==> config.mk <==
export PLATFORM = sky130hd
export DESIGN_NAME = decode_stage_flat
export DESIGN_NICKNAME = d
export VERILOG_FILES = /design/src/rtl/decode_stage_if.sv /design/src/rtl/decode_stage.sv /design/src/flat_wrapper.sv
export SDC_FILE = /design/constraint.sdc
export NUM_CORES = 1
export LEC_CHECK = 0
export CAP_MARGIN = 20
export CORE_MARGIN = 4
export CORE_UTILIZATION = 30
export CTS_BUF_LIST = sky130_fd_sc_hd__clkbuf_8
export DETAILED_ROUTE_END_ITERATION = 6
export PLACE_DENSITY = 0.51
export SETUP_SLACK_MARGIN = 0.15
export SLEW_MARGIN = 20
export SYNTH_ARGS = -nofsm -noshare
export SYNTH_HDL_FRONTEND = slang
export SYNTH_SLANG_ARGS = --single-unit
==> constraint.sdc <==
create_clock -name clk -period 1.85 [get_ports clk]
set_input_delay 0.2775 -clock clk [delete_from_list [all_inputs] [get_ports clk]]
set_output_delay 0.2775 -clock clk [all_outputs]
set_load 0.03 [all_outputs]
==> src/rtl/decode_stage_if.sv <==
// Fetch-to-execute handshake bundle for decode_stage: input word stream, decoded output stream, flush.
// The perf counters exist only when DECODE_PERF_CNT_EN is defined.
interface decode_stage_if #(
    parameter int XLEN = 32,
    parameter int RA_W = 5
);
    logic            flush;
    logic            in_valid;
    logic            in_ready;
    logic [31:0]     in_instr;
    logic            out_valid;
    logic            out_ready;
    logic [RA_W-1:0] rs1;
    logic [RA_W-1:0] rs2;
    logic [RA_W-1:0] rd;
    logic [6:0]      opcode;
    logic [2:0]      funct3;
    logic [6:0]      funct7;
    logic [XLEN-1:0] imm;
    logic [2:0]      fmt;
    logic            illegal;
`ifdef DECODE_PERF_CNT_EN
    logic [31:0]     dec_count;
    logic [31:0]     ill_count;
`endif

    // master: fetch/execute environment around the stage; slave: the decode stage itself
    modport master (
        output flush, in_valid, in_instr, out_ready,
        input  in_ready, out_valid, rs1, rs2, rd, opcode, funct3, funct7, imm, fmt, illegal
`ifdef DECODE_PERF_CNT_EN
        , input dec_count, ill_count
`endif
    );

    modport slave (
        input  flush, in_valid, in_instr, out_ready,
        output in_ready, out_valid, rs1, rs2, rd, opcode, funct3, funct7, imm, fmt, illegal
`ifdef DECODE_PERF_CNT_EN
        , output dec_count, ill_count
`endif
    );
endinterface

==> src/rtl/decode_stage.sv <==
// Registered RV32I decode stage with a 2-entry skid buffer for full throughput under back-pressure.
// Define DECODE_PERF_CNT_EN to add the dec_count/ill_count performance counters.
module decode_stage #(
    parameter int XLEN = 32,
    parameter int RA_W = 5
) (
    input logic          clk,
    input logic          rst_n,
    decode_stage_if.slave bus
);
    typedef enum logic [2:0] {
        FMT_R   = 3'd0,
        FMT_I   = 3'd1,
        FMT_S   = 3'd2,
        FMT_B   = 3'd3,
        FMT_U   = 3'd4,
        FMT_J   = 3'd5,
        FMT_ILL = 3'd7
    } fmt_e;

    typedef struct packed {
        logic [RA_W-1:0] rs1;
        logic [RA_W-1:0] rs2;
        logic [RA_W-1:0] rd;
        logic [6:0]      opcode;
        logic [2:0]      funct3;
        logic [6:0]      funct7;
        logic [XLEN-1:0] imm;
        fmt_e            fmt;
        logic            illegal;
    } entry_t;

    entry_t     dec, head, skid;
    logic       head_valid, skid_valid;
    logic       accept, consume;
    logic [31:0] ins;

    assign ins = bus.in_instr;

    always_comb begin
        // NOTE: every field gets a default before the case statements so no latch is inferred.
        dec        = '0;
        dec.rs1    = RA_W'(ins[19:15]);
        dec.rs2    = RA_W'(ins[24:20]);
        dec.rd     = RA_W'(ins[11:7]);
        dec.opcode = ins[6:0];
        dec.funct3 = ins[14:12];
        dec.funct7 = ins[31:25];
        case (ins[6:0])
            7'b0110011:                                     dec.fmt = FMT_R;
            7'b0010011, 7'b0000011, 7'b1100111, 7'b1110011: dec.fmt = FMT_I;
            7'b0100011:                                     dec.fmt = FMT_S;
            7'b1100011:                                     dec.fmt = FMT_B;
            7'b0110111, 7'b0010111:                         dec.fmt = FMT_U;
            7'b1101111:                                     dec.fmt = FMT_J;
            default: begin
                dec.fmt     = FMT_ILL;
                dec.illegal = 1'b1;
            end
        endcase
        // Signed casts replicate the top immediate bit up to XLEN.
        case (dec.fmt)
            FMT_I:   dec.imm = XLEN'($signed(ins[31:20]));
            FMT_S:   dec.imm = XLEN'($signed({ins[31:25], ins[11:7]}));
            FMT_B:   dec.imm = XLEN'($signed({ins[31], ins[7], ins[30:25], ins[11:8], 1'b0}));
            FMT_U:   dec.imm = XLEN'($signed({ins[31:12], 12'b0}));
            FMT_J:   dec.imm = XLEN'($signed({ins[31], ins[19:12], ins[20], ins[30:21], 1'b0}));
            default: dec.imm = '0;
        endcase
    end

    // in_ready is the registered inverse of skid occupancy, so it never depends on out_ready.
    assign accept  = bus.in_valid & ~skid_valid;
    assign consume = head_valid & bus.out_ready;

    always_ff @(posedge clk or negedge rst_n) begin
        // NOTE: sequential state uses non-blocking assignments only; data registers are reset
        // too so the outputs read 0 after reset rather than X.
        if (!rst_n) begin
            head_valid <= 1'b0;
            skid_valid <= 1'b0;
            head       <= '0;
            skid       <= '0;
        end else if (bus.flush) begin
            head_valid <= 1'b0;
            skid_valid <= 1'b0;
        end else if (consume) begin
            if (skid_valid) begin
                head       <= skid;
                skid_valid <= 1'b0;
            end else if (accept) begin
                head <= dec;
            end else begin
                head_valid <= 1'b0;
            end
        end else if (accept) begin
            if (head_valid) begin
                skid       <= dec;
                skid_valid <= 1'b1;
            end else begin
                head       <= dec;
                head_valid <= 1'b1;
            end
        end
    end

    assign bus.in_ready  = ~skid_valid;
    assign bus.out_valid = head_valid;
    assign bus.rs1       = head.rs1;
    assign bus.rs2       = head.rs2;
    assign bus.rd        = head.rd;
    assign bus.opcode    = head.opcode;
    assign bus.funct3    = head.funct3;
    assign bus.funct7    = head.funct7;
    assign bus.imm       = head.imm;
    assign bus.fmt       = head.fmt;
    assign bus.illegal   = head.illegal;

`ifdef DECODE_PERF_CNT_EN
    logic [31:0] dec_cnt, ill_cnt;

    // Counters follow consumption only; flush leaves them untouched and they wrap naturally.
    always_ff @(posedge clk or negedge rst_n) begin
        if (!rst_n) begin
            dec_cnt <= '0;
            ill_cnt <= '0;
        end else if (consume) begin
            dec_cnt <= dec_cnt + 32'd1;
            if (head.illegal) ill_cnt <= ill_cnt + 32'd1;
        end
    end

    assign bus.dec_count = dec_cnt;
    assign bus.ill_count = ill_cnt;
`endif
endmodule
==> src/flat_wrapper.sv <==
// flat-port wrapper written by rule: the top's interface ports become plain ports
module decode_stage_flat 
#(
    parameter int XLEN = 32,
    parameter int RA_W = 5
)
  (clk, rst_n, bus_flush, bus_in_valid, bus_in_instr, bus_out_ready, bus_in_ready, bus_out_valid, bus_rs1, bus_rs2, bus_rd, bus_opcode, bus_funct3, bus_funct7, bus_imm, bus_fmt, bus_illegal);
  decode_stage_if #(.XLEN(XLEN), .RA_W(RA_W)) bus_i ();
  input logic clk;
  input logic rst_n;
  input wire logic [$bits(bus_i.flush)-1:0] bus_flush;
  input wire logic [$bits(bus_i.in_valid)-1:0] bus_in_valid;
  input wire logic [$bits(bus_i.in_instr)-1:0] bus_in_instr;
  input wire logic [$bits(bus_i.out_ready)-1:0] bus_out_ready;
  output wire logic [$bits(bus_i.in_ready)-1:0] bus_in_ready;
  output wire logic [$bits(bus_i.out_valid)-1:0] bus_out_valid;
  output wire logic [$bits(bus_i.rs1)-1:0] bus_rs1;
  output wire logic [$bits(bus_i.rs2)-1:0] bus_rs2;
  output wire logic [$bits(bus_i.rd)-1:0] bus_rd;
  output wire logic [$bits(bus_i.opcode)-1:0] bus_opcode;
  output wire logic [$bits(bus_i.funct3)-1:0] bus_funct3;
  output wire logic [$bits(bus_i.funct7)-1:0] bus_funct7;
  output wire logic [$bits(bus_i.imm)-1:0] bus_imm;
  output wire logic [$bits(bus_i.fmt)-1:0] bus_fmt;
  output wire logic [$bits(bus_i.illegal)-1:0] bus_illegal;
  assign bus_i.flush = bus_flush;
  assign bus_i.in_valid = bus_in_valid;
  assign bus_i.in_instr = bus_in_instr;
  assign bus_i.out_ready = bus_out_ready;
  assign bus_in_ready = bus_i.in_ready;
  assign bus_out_valid = bus_i.out_valid;
  assign bus_rs1 = bus_i.rs1;
  assign bus_rs2 = bus_i.rs2;
  assign bus_rd = bus_i.rd;
  assign bus_opcode = bus_i.opcode;
  assign bus_funct3 = bus_i.funct3;
  assign bus_funct7 = bus_i.funct7;
  assign bus_imm = bus_i.imm;
  assign bus_fmt = bus_i.fmt;
  assign bus_illegal = bus_i.illegal;
  decode_stage #(.XLEN(XLEN), .RA_W(RA_W)) u_core (.clk(clk), .rst_n(rst_n), .bus(bus_i));
endmodule
==> impl_results.md <==
* CTS H-Tree Depth at 4
* Placed cell areas at 8225 sq um
* PortBufs at 106
* Final Skew at 0.01319 ns
* Largest net degree at the start of global routing at 51
* Number of synthesized register bits at 138
* Yosys cell types at 48
* GP Congestion at roughly 0.79
* Cells after DPL at 1113
* Met1 WL at 9.308 mm
* Wirelength per Cell at 16.98 microns
* Flop2flop setup slack at 0.09 ns
* Final Hold Fails at 0
* Max frequency at 567.8 MHz
* Metal3 WL at 929 microns
* Avg Inst Size Synth at 8.746 sq um
* Levels on crit path at 5
* Most common cell after layout, fill and taps aside: nand2_1
* Int Power at around 6000 uW
* TritonCTS Buffers at 17
* Die width at roughly 150 microns
* RSZ-0062 raised after global routing: yes
* Most frequent cells in the layout: nand2_1, dfrtp_1, nor2_1
* Worst EP required at 2.20 ns
* Clock slew at reported path FFs at 0.08 ns
* Finish-stage setup viols at 0
* GR Util All Layers at ~17%
* # DRC at 0
* Power per standard cell area at approximately 990 nW/um^2
* CTS tree: done
* Die H at 152.3 microns
* Layout Nets at 907
* Sw Ratio at 30.77%
* Syn Std Cell Area at ~6200 sq um
* Vias/cell at 4.807
* Maximum fanout along the worst path at 9
* Part of the power in registers at 44.6%
* Clk_lat worst skew at around 0.45 ns
* Async SR Flop Fraction at 100.0%
* WL met2 at 9.087 mm
* Highest-delay cell along the critical path: or4_4
* Num rows at between 50 and 60
* Ys Warns at 0
* Slew headroom at 64.81%
* Final Instance Area at 8791 sq um
* Clk sinks at 138
* Max Cap Viol at 0
* Io pins at 107
* Core Footprint at 20360 sq um
* Final worst path period share at 95.20%
* ANT nets after route at 0
* Mapped Cells at 714
* WP buf/inv at 2
* Slew Viols, Final at 0
* Worst setup path start: u_core.bus.out_valid
* Worst reg2reg endpoint: u_core.bus.imm[3]
* Layout cells sized above 1 at 15.63%
* # fillers at 2025
* First-pass GRT wire length at 31.07 mm
* Worst IR drop on VDD at 0.4791 mV
* Min-delay worst type: in -> reg
* Post-Route WL at 19.58 mm
* Top FF cell, synth: dfrtp_1
* Iter 0 DRT Violations at 452
* FF-to-FF path depth at 5
* Register area share after synthesis at 55.30%
* Clock group share of total power at 33.5%
* Final core occ at 43.17%
* Vias at between 5000 and 6000
* Post-DP HPWL at 13.45 mm
* CP arrival at between 2 and 2.5 ns
* CP cell instances: nor2b_4, or4_4, buf_12, buf_16, a21o_1
* Clock tree buffer depth at 2
* Starting Density at 30.66%
* Non-filler cells, final at about 1200
* Max Used Layer: met4
* First-pass DRT Iterations at 5
* CP peak stage delay at between 0.5 and 0.6 ns
* Worst-margin pin slew at 0.5279 ns
* # diodes at 0
* Crit path launch type: register
* Psw at 2689 uW
* Vias in the first global route at around 5300
* Post-synth EDFFs at 0
* Area grow syn2layout at 40.77%
* Worst setup endpoint: u_core.bus.imm[3]
* Combinational fraction of design power at 21.9%
* CP delay by family, top: simple AND/OR/NAND/NOR gates
* Leak at 0.004177 uW
* Syn_nets at 751
* Root buffer selected by CTS: clkbuf_8
* Status: finished, final reports clean
* Min cycle time layout at 1.761 ns
* Total die area at about 23000 sq um
* Start of the worst register-to-register path: u_core.bus.out_valid
* Critical Path End Type: register
* Antenna violations before repair at 0
* Grt ovf at 0
* CP Class: reg -> reg
per-stage QoR:
step | total power (uW) | setup WS (ns) | TNS [ns] | hold slack (ns)
after floorplan | 5009 | 0.1236 | 0 | -0.01809
after global placement | 5963 | -0.3753 | -27.89 | 0.2812
after detailed placement | 5989 | -0.3661 | -26.65 | 0.2825
after CTS | 8802 | 0.009986 | 0 | 0.3398
after global routing | 9230 | 0.04190 | 0 | 0.1609
final | 8739 | 0.08875 | 0 | 0.1906
routing by layer:
layer | track usage (%) | vias to the layer above
met1 | 23.94 | 2626
li1 | - | 2747
met4 | 4.752 | 0
met5 | 0 | -
met2 | 25.87 | 151
met3 | 4.289 | 18
synthesized netlist by cell type, drive strengths merged (2+ instances only):
| master | instances | area (sq um) |
|---|---|---|
| nand2 | 214 | 803.3 |
| dfrtp | 138 | 3453 |
| nor2 | 75 | 284.0 |
| a31oi | 63 | 394.1 |
| o21ai | 49 | 245.2 |
| a21oi | 40 | 211.5 |
| clkbuf | 32 | 121.4 |
| buf | 21 | 126.4 |
| a21o | 16 | 120.1 |
| nand3 | 15 | 75.07 |
| inv | 4 | 15.01 |
| nor2b | 4 | 32.53 |
| and2 | 3 | 18.77 |
| and3b | 3 | 26.28 |
| nand2b | 3 | 18.77 |
| or4 | 3 | 22.52 |
| a21boi | 2 | 15.01 |
| and3 | 2 | 12.51 |
| and4bb | 2 | 25.02 |
| nand4b | 2 | 17.52 |
| nor4 | 2 | 33.78 |
| o211ai | 2 | 15.01 |
| o31ai | 2 | 15.01 |
how the worst min path moves through the flow:
stage,cells after the start,to,slack (ns),from
floorplan,0,u_core.bus.fmt[0],-0.02,rst_n
CTS,2,u_core.bus.rd[1],0.34,rst_n
finish,3,u_core.skid[46],0.19,bus_in_instr[0]
global placement,1,u_core.bus.rd[1],0.28,rst_n
global route,3,u_core.skid[46],0.16,bus_in_instr[0]
detailed placement,1,u_core.bus.rd[1],0.28,rst_n
flip-flops by register name, summed over array words and instances, names as in the netlist:
register and flops:
u_core.bus.out_valid 1, u_core.bus.rs2 5, u_core.bus.rs1 5, u_core.bus.illegal 1, u_core.skid 68, u_core.skid_valid 1
u_core.bus.funct7 7, u_core.bus.opcode 7, u_core.bus.funct3 3, u_core.bus.rd 5, u_core.bus.imm 32, u_core.bus.fmt 3
kinds of logic after synthesis:
| kind of cell | synth area share (%) |
|---|---|
| flops | 55.30 |
| compound gates | 17.61 |
| simple gates | 22.74 |
| buf+inv | 4.207 |
| xor+xnor | 0.1403 |
what timing repair did:
action	4_1_cts	5_1_grt
buffers inserted	0	3
hold buffers	1	0
pin swaps	0	1
gates resized for setup	76	15
setup endpoints to repair	87	65
cloned	1	3
hold endpoints to repair	46	0
area by class of cell:
class	instances	area (sq um)	share of cell area [%]
Sequential cell	138	3455	39.30
Multi-Input combinational cell	519	2581	29.36
Timing Repair Buffer	190	1933	21.99
Tap cell	270	337.8	3.843
Clock buffer	20	275.3	3.131
Clock inverter	12	193.9	2.206
Inverter	4	15.01	0.1708
power by group through the flow:
stage	combinational, uW	sequential (uW)	clock, uW
floorplan	690	4320	0
global placement	2010	3950	0
detailed placement	2030	3960	0
CTS	1900	3890	3010
global route	2110	3970	3160
finish	1910	3890	2930
worst register-to-register path, stage by stage, from the launching register on:
cell	delay, ns
dfrtp_2	0.44
nor2b_4	0.15
or4_4	0.58
buf_12	0.17
buf_16	0.14
a21o_1	0.17
Note: power is estimated with default switching activity, not from simulation.
